--- src/rtl/mux8_pkg.sv ---
// ----------------------------------------------------------------------------
// mux8_pkg : shared widths and word types for the 8:1 read-path selector
// Revision : 1.0 - initial release
// ----------------------------------------------------------------------------
`default_nettype none

package mux8_pkg;
  localparam int WIDTH_DEF = 64;
  localparam int NUM_IN    = 8;
  localparam int SEL_W     = 3;

  typedef logic [WIDTH_DEF-1:0] word_t;
  typedef word_t [NUM_IN-1:0]   word_arr_t;
endpackage

`default_nettype wire

--- src/rtl/mux2_1.sv ---
// ----------------------------------------------------------------------------
// mux2_1 : combinational 2:1 word selector, out = sel ? i1 : i0
// Revision : 1.0 - initial release
// ----------------------------------------------------------------------------
`default_nettype none

module mux2_1
  import mux8_pkg::*;
#(
  parameter int WIDTH = WIDTH_DEF
) (
  input  logic [WIDTH-1:0] i0,
  input  logic [WIDTH-1:0] i1,
  input  logic             sel,
  output logic [WIDTH-1:0] out
);

  assign out = sel ? i1 : i0;

endmodule

`default_nettype wire

--- src/rtl/mux4_1.sv ---
// ----------------------------------------------------------------------------
// mux4_1 : combinational 4:1 word selector built from three mux2_1 leaves
// Revision : 1.0 - initial release
// ----------------------------------------------------------------------------
`default_nettype none

module mux4_1
  import mux8_pkg::*;
#(
  parameter int WIDTH = WIDTH_DEF
) (
  input  logic [3:0][WIDTH-1:0] i,
  input  logic [1:0]            sel,
  output logic [WIDTH-1:0]      out
);

  logic [WIDTH-1:0] w_lo;
  logic [WIDTH-1:0] w_hi;

  // First rank resolves sel[0] within each pair, second rank picks the pair.
  mux2_1 #(.WIDTH(WIDTH)) u_lo  (.i0(i[0]), .i1(i[1]), .sel(sel[0]), .out(w_lo));
  mux2_1 #(.WIDTH(WIDTH)) u_hi  (.i0(i[2]), .i1(i[3]), .sel(sel[0]), .out(w_hi));
  mux2_1 #(.WIDTH(WIDTH)) u_top (.i0(w_lo), .i1(w_hi), .sel(sel[1]), .out(out));

endmodule

`default_nettype wire

--- src/rtl/mux8_1_reg.sv ---
// ----------------------------------------------------------------------------
// mux8_1_reg : registered 8:1 word selector (mux4_1 x2 -> mux2_1) with valid
//              MUX8_SEL_REG_EN adds an input register stage (latency 2)
// Revision   : 1.0 - initial release
// ----------------------------------------------------------------------------
`default_nettype none

module mux8_1_reg
  import mux8_pkg::*;
#(
  parameter int WIDTH = WIDTH_DEF
) (
  input  logic                         clk,
  input  logic                         rst_n,
  input  logic [NUM_IN-1:0][WIDTH-1:0] i,
  input  logic [SEL_W-1:0]             sel,
  input  logic                         in_valid,
  output logic [WIDTH-1:0]             out,
  output logic                         out_valid
);

  logic [NUM_IN-1:0][WIDTH-1:0] w_i;
  logic [SEL_W-1:0]             w_sel;
  logic                         w_valid;
  logic [WIDTH-1:0]             w_v0;
  logic [WIDTH-1:0]             w_v1;
  logic [WIDTH-1:0]             w_y;
  logic [WIDTH-1:0]             r_out;
  logic                         r_out_valid;

`ifdef MUX8_SEL_REG_EN
  logic [NUM_IN-1:0][WIDTH-1:0] r_i;
  logic [SEL_W-1:0]             r_sel;
  logic                         r_in_valid;

  // Unconditional capture: the tree always sees last cycle's request.
  always_ff @(posedge clk or negedge rst_n) begin
    if (!rst_n) begin
      r_i        <= '0;
      r_sel      <= '0;
      r_in_valid <= 1'b0;
    end else begin
      r_i        <= i;
      r_sel      <= sel;
      r_in_valid <= in_valid;
    end
  end

  assign w_i     = r_i;
  assign w_sel   = r_sel;
  assign w_valid = r_in_valid;
`else
  assign w_i     = i;
  assign w_sel   = sel;
  assign w_valid = in_valid;
`endif

  mux4_1 #(.WIDTH(WIDTH)) u_mux_lo (.i(w_i[3:0]), .sel(w_sel[1:0]), .out(w_v0));
  mux4_1 #(.WIDTH(WIDTH)) u_mux_hi (.i(w_i[7:4]), .sel(w_sel[1:0]), .out(w_v1));
  mux2_1 #(.WIDTH(WIDTH)) u_mux_top (.i0(w_v0), .i1(w_v1), .sel(w_sel[2]), .out(w_y));

  // Data holds when idle; valid tracks the request every edge.
  always_ff @(posedge clk or negedge rst_n) begin
    if (!rst_n) begin
      r_out       <= '0;
      r_out_valid <= 1'b0;
    end else begin
      r_out_valid <= w_valid;
      if (w_valid) begin
        r_out <= w_y;
      end
    end
  end

  assign out       = r_out;
  assign out_valid = r_out_valid;

endmodule

`default_nettype wire

--- config.mk ---
export PLATFORM = sky130hd
export DESIGN_NAME = mux8_1_reg
export DESIGN_NICKNAME = d
export VERILOG_FILES = /design/src/rtl/mux8_pkg.sv /design/src/rtl/mux2_1.sv /design/src/rtl/mux4_1.sv /design/src/rtl/mux8_1_reg.sv
export SDC_FILE = /design/constraint.sdc
export NUM_CORES = 1
export LEC_CHECK = 0
export ABC_CLOCK_PERIOD_IN_PS = 1300
export CAP_MARGIN = 15
export CORE_AREA = 2 2 227 229
export CTS_CLUSTER_DIAMETER = 60
export DETAILED_ROUTE_END_ITERATION = 7
export DIE_AREA = 0 0 229 231
export HOLD_SLACK_MARGIN = 0.12
export SYNTH_ARGS = -nofsm -noshare
export SYNTH_HDL_FRONTEND = slang
export SYNTH_SLANG_ARGS = --single-unit
--- constraint.sdc ---
create_clock -name clk -period 1.3 [get_ports clk]
set_clock_uncertainty 0.15 [all_clocks]
set_input_delay 0.26 -clock clk [delete_from_list [all_inputs] [get_ports clk]]
set_output_delay 0.26 -clock clk [all_outputs]
set_load 0.1 [all_outputs]
==> results of run 1 <==
## state kept, by name, summed over array words and instances (netlist names)
signal,flops
out_valid,1
out,64
## tightest hold or removal path: stages
cell and delay [ps]:
buf_4 150, nand3_1 80, a41o_1 150
## final cells by class
cell class,instances,share of cell area (%)
repair buffers,661,49.0
multi-input cells,579,31.8
flip-flops and latches,65,11.3
well taps,680,5.62
clock buffers,11,1.60
clock inverters,5,0.677
diodes,2,0.0330
## cell usage after synthesis
cell	number	area, um^2
nor2b_1	117	732
dfrtp_1	65	1630
buf_1	3	11.3
buf_8	3	45.0
a211o_1	64	561
a22oi_1	64	480
buf_2	21	105
clkbuf_1	35	131
nand3_1	64	320
mux2i_1	192	1920
buf_4	7	52.6
and2b_1	12	90.1
nand2b_1	1	6.26
a41o_1	64	641
nor2_1	1	3.75
buf_6	14	158
## kinds of logic after synthesis
kind of cell / after synthesis
flops: 65
compound gates: 192
mux: 192
buf+inv: 83
simple gates: 195
## worst paths after layout
check | from | end | slack, ps | cells past startpoint
max in group asynchronous | rst_n | out[16] | 460 | 3
max reg2reg | out[13] | out[13] | 250 | 2
max | out[13] | out[13] | -90 | 1
min reg2reg | out[53] | out[53] | 490 | 2
min in group asynchronous | rst_n | out[50] | 260 | 3
min | sel[2] | out[57] | 170 | 3
## cell usage in the layout, fill, tap and decap left out, drive strengths merged, types with 2 or more instances in the layout
cell type      netlist  final
bufinv               0      3
diode                0      2
clkdlybuf4s50        0    512
clkbuf              35     14
mux2i              192    192
buf                 48    144
dlygate4sd3          0      2
nor2b              117    117
dfrtp               65     65
a41o                64     64
and2b               12     12
a22oi               64     64
a211o               64     64
nand3               64     64
## power by group through the flow
| stage | Clock (mW) | Sequential [mW] | Combinational [mW] |
|---|---|---|---|
| CTS | 3.17 | 2.64 | 6.94 |
| global placement | 0 | 2.66 | 6.85 |
| floorplan | 0 | 4.47 | 1.53 |
| global route | 3.20 | 2.67 | 7.27 |
| detailed placement | 0 | 2.67 | 6.87 |
| finish | 2.97 | 2.63 | 6.95 |
## through the flow
step / std cells / setup TNS (ps)
after floorplan: 727 / -6100
after global placement: 1978 / -29810
after detailed placement: 1978 / -30670
after CTS: 1997 / -6820
after global routing: 2003 / -6710
final: 2003 / -4120
## per-layer routing
layer	vias up	track usage [%]
met5	-	0
met4	2	6.03
met3	50	4.26
met2	424	24.5
met1	4054	15.9
li1	4000	-
## what timing repair did
| action | CTS | global route |
|---|---|---|
| cloned | 1 | 3 |
| pin swaps | 0 | 3 |
| setup endpoints to repair | 129 | 90 |
| resized for setup | 10 | 15 |
| endpoints found under the hold margin | 66 | 0 |
| buffers inserted | 0 | 1 |
| hold buffers | 2 | 0 |
==> run_summary.xml, run 1 <==
<?xml version="1.0" encoding="UTF-8"?>
<metrics>
  <group name="timing">
    <metric name="min_period_over_period" unit="%">107</metric>
    <metric name="holdWs" unit="ps">169</metric>
    <metric name="timing.final.setup_violations" unit="">66</metric>
    <metric name="slew_headroom" unit="%">78.1</metric>
    <metric name="worst_pin_slew" unit="ps">329</metric>
    <metric name="number_of_endpoints_with_negative_hold_slack_in_the_final_report" unit="">0</metric>
    <metric name="rsz0062_at_grt" unit="">yes</metric>
    <metric name="postLayoutSetupSlackWorst" unit="ps">-91.1</metric>
    <metric name="max_slew_violation_count" unit="">0</metric>
    <metric name="min_period" unit="ps">1390</metric>
    <metric name="maxClockFrequency" unit="MHz">719</metric>
  </group>
  <group name="power_and_ir_drop">
    <metric name="seq_power_share" unit="%">21.0</metric>
    <metric name="cellLeakagePower" unit="nW">6.30</metric>
    <metric name="switching_share" unit="%">38.6</metric>
    <metric name="comb_power_share" unit="%">55.4</metric>
    <metric name="peakVddDrop" unit="mV">0.432</metric>
    <metric name="power.density" unit="nW/um^2">829</metric>
    <metric name="intPower" unit="mW">7.71</metric>
    <metric name="switchingPower" unit="mW">4.85</metric>
    <metric name="clkPwrFrac" unit="%">23.6</metric>
    <metric name="total_power_draw" unit="mW">12.6</metric>
  </group>
  <group name="floorplanning">
    <metric name="num_rows" unit="">83</metric>
    <metric name="die_width" unit="um">229</metric>
    <metric name="initial_utilization" unit="%">13.6</metric>
    <metric name="fp.dieH" unit="um">231</metric>
    <metric name="io_pins" unit="">583</metric>
    <metric name="design.core.area" unit="um^2">50700</metric>
    <metric name="floorplan.die_area" unit="um^2">52900</metric>
  </group>
  <group name="place">
    <metric name="place_area" unit="um^2">14500</metric>
    <metric name="gp_congestion" unit="">0.885</metric>
    <metric name="placement.io_buffers" unit="">582</metric>
    <metric name="hpwl" unit="um">30600</metric>
    <metric name="dpl_worst_slack" unit="ps">-559</metric>
  </group>
  <group name="global_route">
    <metric name="grt_max_degree" unit="">64</metric>
    <metric name="grt_first_pass_wirelength" unit="um">56500</metric>
    <metric name="grt_util_all_layers" unit="%">14.1</metric>
    <metric name="grt_remaining_overflow" unit="">0</metric>
    <metric name="via_count_of_the_first_global_routing_pass" unit="">9181</metric>
    <metric name="grt_antenna_before_repair" unit="">4</metric>
  </group>
  <group name="outcome">
    <metric name="outcome" unit="">finished with violations</metric>
    <metric name="violations" unit="">setup timing</metric>
  </group>
  <group name="final_layout">
    <metric name="fin_util" unit="%">29.9</metric>
    <metric name="layout-drive-gt1-share" unit="%">18.0</metric>
    <metric name="regArea" unit="um^2">1710</metric>
    <metric name="fillerInstances" unit="">5309</metric>
    <metric name="final_std_cell_area_no_fill" unit="um^2">15200</metric>
    <metric name="synthToLayoutAreaGrowth" unit="%">120</metric>
    <metric name="nNetsFinal" unit="">1834</metric>
    <metric name="multi_input_comb_area" unit="um^2">4820</metric>
  </group>
  <group name="worst_setup_path">
    <metric name="type_of_the_setup_path_with_the_least_slack" unit="">flop to primary output</metric>
    <metric name="critical_path.n_buffers_inverters" unit="">1</metric>
    <metric name="path_max_fanout" unit="">2</metric>
    <metric name="timing.critical_path.from_type" unit="">flop</metric>
    <metric name="worst_path_dominant_cell_family" unit="">flip-flops</metric>
    <metric name="timing.critical_path.slowest_cell_delay" unit="ps">440</metric>
    <metric name="crit_slowest_cell" unit="">dfrtp_2</metric>
    <metric name="worst_setup_path_end_kind" unit="">primary output</metric>
    <metric name="cp_cell_sequence" unit="">buf_12</metric>
    <metric name="timing.critical_path.arrival" unit="ps">980</metric>
    <metric name="cp.required" unit="ps">890</metric>
  </group>
  <group name="clocking">
    <metric name="cts.clk_slew.worst_paths" unit="ps">60</metric>
    <metric name="max_h_tree_level" unit="">3</metric>
    <metric name="total_number_of_clock_tree_sinks" unit="">65</metric>
    <metric name="insertion_delay" unit="ps">350</metric>
    <metric name="cell_at_the_root_of_the_clock_tree" unit="">clkbuf_16</metric>
    <metric name="cts_tree" unit="">built</metric>
    <metric name="cts-buffers-inserted" unit="">9</metric>
    <metric name="clockBufferDepth" unit="">2</metric>
  </group>
  <group name="synth">
    <metric name="synthesis.nets" unit="">1245</metric>
    <metric name="synthXorXnorAreaFrac" unit="%">0</metric>
    <metric name="ys_seq_elements" unit="">65</metric>
    <metric name="synthesis.instances" unit="">727</metric>
    <metric name="avgSynthCellArea" unit="um^2">9.47</metric>
    <metric name="netlist-cell-type-count" unit="">16</metric>
    <metric name="seq_total_area_yosys" unit="%">23.6</metric>
    <metric name="synth-adder-area-share" unit="%">0</metric>
    <metric name="synth_simple_gate_area_share" unit="%">16.7</metric>
    <metric name="synth_compound_area_share" unit="%">24.4</metric>
    <metric name="post_synth_mux_area_share" unit="%">27.9</metric>
    <metric name="synth.cell_area" unit="um^2">6890</metric>
    <metric name="synth_warnings" unit="">0</metric>
    <metric name="synth_top_family_by_area" unit="">multiplexers</metric>
  </group>
  <group name="hold_path">
    <metric name="hold_class" unit="">input pin to flop</metric>
  </group>
  <group name="routing">
    <metric name="avgViaCountPerCell" unit="">4.26</metric>
    <metric name="ant_nets" unit="">0</metric>
    <metric name="detailedRoute.firstPassIterationCount" unit="">4</metric>
    <metric name="route.met3.wl" unit="um">3110</metric>
    <metric name="dr_total_vias" unit="">8530</metric>
    <metric name="met1_length" unit="um">15200</metric>
    <metric name="first_iter_violations" unit="">320</metric>
    <metric name="met2_wirelength" unit="um">19000</metric>
    <metric name="routed.top_layer" unit="">met5</metric>
    <metric name="total_drc_errors_in_the_routed_layout" unit="">0</metric>
    <metric name="totalWireLength" unit="um">38600</metric>
    <metric name="wire_per_inst" unit="um">19.3</metric>
  </group>
  <group name="job">
    <metric name="maxCapViolations" unit="">0</metric>
  </group>
</metrics>
(Power assumes the default switching activity.)
==> run 2: changes to the inputs <==
--- a/config.mk
+++ b/config.mk
@@ -12,6 +12,7 @@
 export DETAILED_ROUTE_END_ITERATION = 7
 export DIE_AREA = 0 0 229 231
 export HOLD_SLACK_MARGIN = 0.12
+export PLACE_DENSITY = 0.51
 export SYNTH_ARGS = -nofsm -noshare
 export SYNTH_HDL_FRONTEND = slang
 export SYNTH_SLANG_ARGS = --single-unit
==> run_summary.xml, run 2 (synthesis gave the netlist of run 1 again) <==
<?xml version="1.0" encoding="UTF-8"?>
<metrics>
  <group name="outcome">
    <metric name="outcome" unit="">finished with violations</metric>
    <metric name="violations" unit="">setup timing</metric>
  </group>
  <group name="job">
    <metric name="maxCapViolations" unit="">0</metric>
  </group>
  <group name="floorplanning">
    <metric name="floorplan.die_area" unit="um^2">52900</metric>
    <metric name="io_pins" unit="">583</metric>
    <metric name="initial_utilization" unit="%">13.6</metric>
    <metric name="die_width" unit="um">229</metric>
    <metric name="num_rows" unit="">83</metric>
    <metric name="fp.dieH" unit="um">231</metric>
    <metric name="design.core.area" unit="um^2">50700</metric>
  </group>
  <group name="timing">
    <metric name="min_period" unit="ps">1410</metric>
    <metric name="slew_headroom" unit="%">70.9</metric>
    <metric name="postLayoutSetupSlackWorst" unit="ps">-113</metric>
    <metric name="max_slew_violation_count" unit="">0</metric>
    <metric name="final.setup.tns" unit="ps">-4090</metric>
    <metric name="maxClockFrequency" unit="MHz">707</metric>
    <metric name="min_period_over_period" unit="%">109</metric>
    <metric name="rsz0062_at_grt" unit="">yes</metric>
    <metric name="number_of_endpoints_with_negative_hold_slack_in_the_final_report" unit="">0</metric>
    <metric name="timing.final.setup_violations" unit="">70</metric>
    <metric name="worst_pin_slew" unit="ps">437</metric>
  </group>
  <group name="place">
    <metric name="gp_congestion" unit="">0.855</metric>
    <metric name="hpwl" unit="um">32500</metric>
    <metric name="numPlacedInstances" unit="">1985</metric>
    <metric name="placement.io_buffers" unit="">582</metric>
  </group>
  <group name="final_layout">
    <metric name="synthToLayoutAreaGrowth" unit="%">122</metric>
    <metric name="multi_input_comb_area" unit="um^2">4870</metric>
    <metric name="regArea" unit="um^2">1710</metric>
    <metric name="largest_register_ff_count" unit="">64</metric>
    <metric name="layoutNonFillerInstCount" unit="">2015</metric>
    <metric name="most-common-layout-cells" unit="">clkdlybuf4s50_1, mux2i_1, nor2b_1</metric>
    <metric name="layout-drive-gt1-share" unit="%">19.3</metric>
    <metric name="nNetsFinal" unit="">1845</metric>
    <metric name="layout_commonest_cell" unit="">clkdlybuf4s50_1</metric>
    <metric name="fillerInstances" unit="">5367</metric>
  </group>
  <group name="hold_path">
    <metric name="hold_class" unit="">input pin to async pin</metric>
  </group>
  <group name="clocking">
    <metric name="cts-buffers-inserted" unit="">9</metric>
    <metric name="total_number_of_clock_tree_sinks" unit="">65</metric>
    <metric name="cell_at_the_root_of_the_clock_tree" unit="">clkbuf_16</metric>
    <metric name="insertion_delay" unit="ps">360</metric>
    <metric name="clockBufferDepth" unit="">2</metric>
    <metric name="max_h_tree_level" unit="">3</metric>
    <metric name="cts.clk_slew.worst_paths" unit="ps">60</metric>
    <metric name="cts_tree" unit="">built</metric>
  </group>
  <group name="power_and_ir_drop">
    <metric name="power.density" unit="nW/um^2">808</metric>
    <metric name="comb_power_share" unit="%">57.1</metric>
    <metric name="seq_power_share" unit="%">21.3</metric>
    <metric name="intPower" unit="mW">7.48</metric>
    <metric name="peakVddDrop" unit="mV">0.479</metric>
    <metric name="switchingPower" unit="mW">4.88</metric>
    <metric name="switching_share" unit="%">39.5</metric>
    <metric name="clkPwrFrac" unit="%">21.6</metric>
    <metric name="cellLeakagePower" unit="nW">6.37</metric>
  </group>
  <group name="worst_setup_path">
    <metric name="critical_path.n_buffers_inverters" unit="">1</metric>
    <metric name="critical_path.reg2reg.startpoint" unit="">out[15]</metric>
    <metric name="worst_setup_path_end_kind" unit="">primary output</metric>
    <metric name="cp.required" unit="ps">890</metric>
    <metric name="type_of_the_setup_path_with_the_least_slack" unit="">flop to primary output</metric>
    <metric name="path_max_fanout" unit="">2</metric>
    <metric name="timing.critical_path.from_type" unit="">flop</metric>
    <metric name="cp_cell_sequence" unit="">buf_12</metric>
    <metric name="timing.critical_path.slowest_cell_delay" unit="ps">460</metric>
    <metric name="worst_path_dominant_cell_family" unit="">flip-flops</metric>
    <metric name="timing.critical_path.arrival" unit="ps">1000</metric>
    <metric name="crit_slowest_cell" unit="">dfrtp_2</metric>
    <metric name="startpoint_of_the_most_critical_setup_path" unit="">out[15]</metric>
  </group>
  <group name="routing">
    <metric name="first_iter_violations" unit="">252</metric>
    <metric name="avgViaCountPerCell" unit="">4.20</metric>
    <metric name="total_drc_errors_in_the_routed_layout" unit="">0</metric>
    <metric name="totalWireLength" unit="um">40800</metric>
    <metric name="dr_total_vias" unit="">8457</metric>
    <metric name="ant_nets" unit="">0</metric>
    <metric name="wire_per_inst" unit="um">20.2</metric>
    <metric name="detailedRoute.firstPassIterationCount" unit="">4</metric>
  </group>
  <group name="global_route">
    <metric name="grt_first_pass_wirelength" unit="um">57600</metric>
    <metric name="grt_antenna_before_repair" unit="">4</metric>
    <metric name="grt_util_all_layers" unit="%">14.6</metric>
    <metric name="grt_remaining_overflow" unit="">0</metric>
    <metric name="grt_max_degree" unit="">65</metric>
    <metric name="via_count_of_the_first_global_routing_pass" unit="">9066</metric>
  </group>
</metrics>
## run 2: changes by cell type in the layout (fill, tap and decap cells not counted), moves of 3 or more
cell / before / now
buf_4: 51 / 63
a22oi_1: 58 / 50
mux2i_1: 191 / 188
a22oi_2: 6 / 14
buf_6: 8 / 4
## run 2: per-layer routing
layer  global-route usage, %  up-vias  part of all wire, %
li1                        -     4028                    -
met5                       0        -                0.020
met1                    16.4     4005                   40
met3                    4.27       44                  7.0
met2                    26.0      378                   50
met4                    5.40        2                  2.8
## run 2: stage by stage
stage	setup WS [ps]	utilization, %	hold WS, ps	power (mW)	cell area [um^2]
final	-113	30.2	274	12.4	15300
after global routing	-167	30.2	287	12.9	15300
after CTS	-168	29.8	250	12.5	15100
after detailed placement	-753	28.9	97.8	9.61	14600
after global placement	-751	28.9	92.7	9.59	14600
after floorplan	-106	-	-186	5.99	7120
## run 2: path summary, 6_finish.rpt
path	to	slack, ps	depth (start not counted)
worst max register to register	out[15]	230	2
worst max-delay path	out[15]	-110	1
max in group asynchronous	out[19]	450	3
worst min register to register	out[53]	490	2
worst min-delay path	out[54]	270	3
min in group clk	out[56]	300	3
## run 2: power by group through the flow
stage	Combinational, mW	Clock, mW	Sequential (mW)
after CTS	7.02	2.87	2.64
after global routing	7.36	2.90	2.67
after global placement	6.92	0	2.67
after floorplan	1.53	0	4.47
after detailed placement	6.94	0	2.67
final	7.05	2.67	2.64
## run 2: layout make-up
type | count | share of cell area, %
repair buffers | 672 | 49.4
well taps | 680 | 5.56
flip-flops and latches | 65 | 11.2
diodes | 3 | 0.0491
multi-input cells | 579 | 31.8
clock buffers | 14 | 1.79
clock inverters | 2 | 0.229
## run 2: what timing repair did
| item | 4_1_cts | 5_1_grt |
|---|---|---|
| endpoints found under the setup margin | 119 | 91 |
| setup buffers | 0 | 3 |
| cloned | 2 | 4 |
| endpoints found under the hold margin | 66 | 0 |
| hold buffers | 2 | 0 |
| pin swaps | 0 | 1 |
| resized for setup | 10 | 17 |
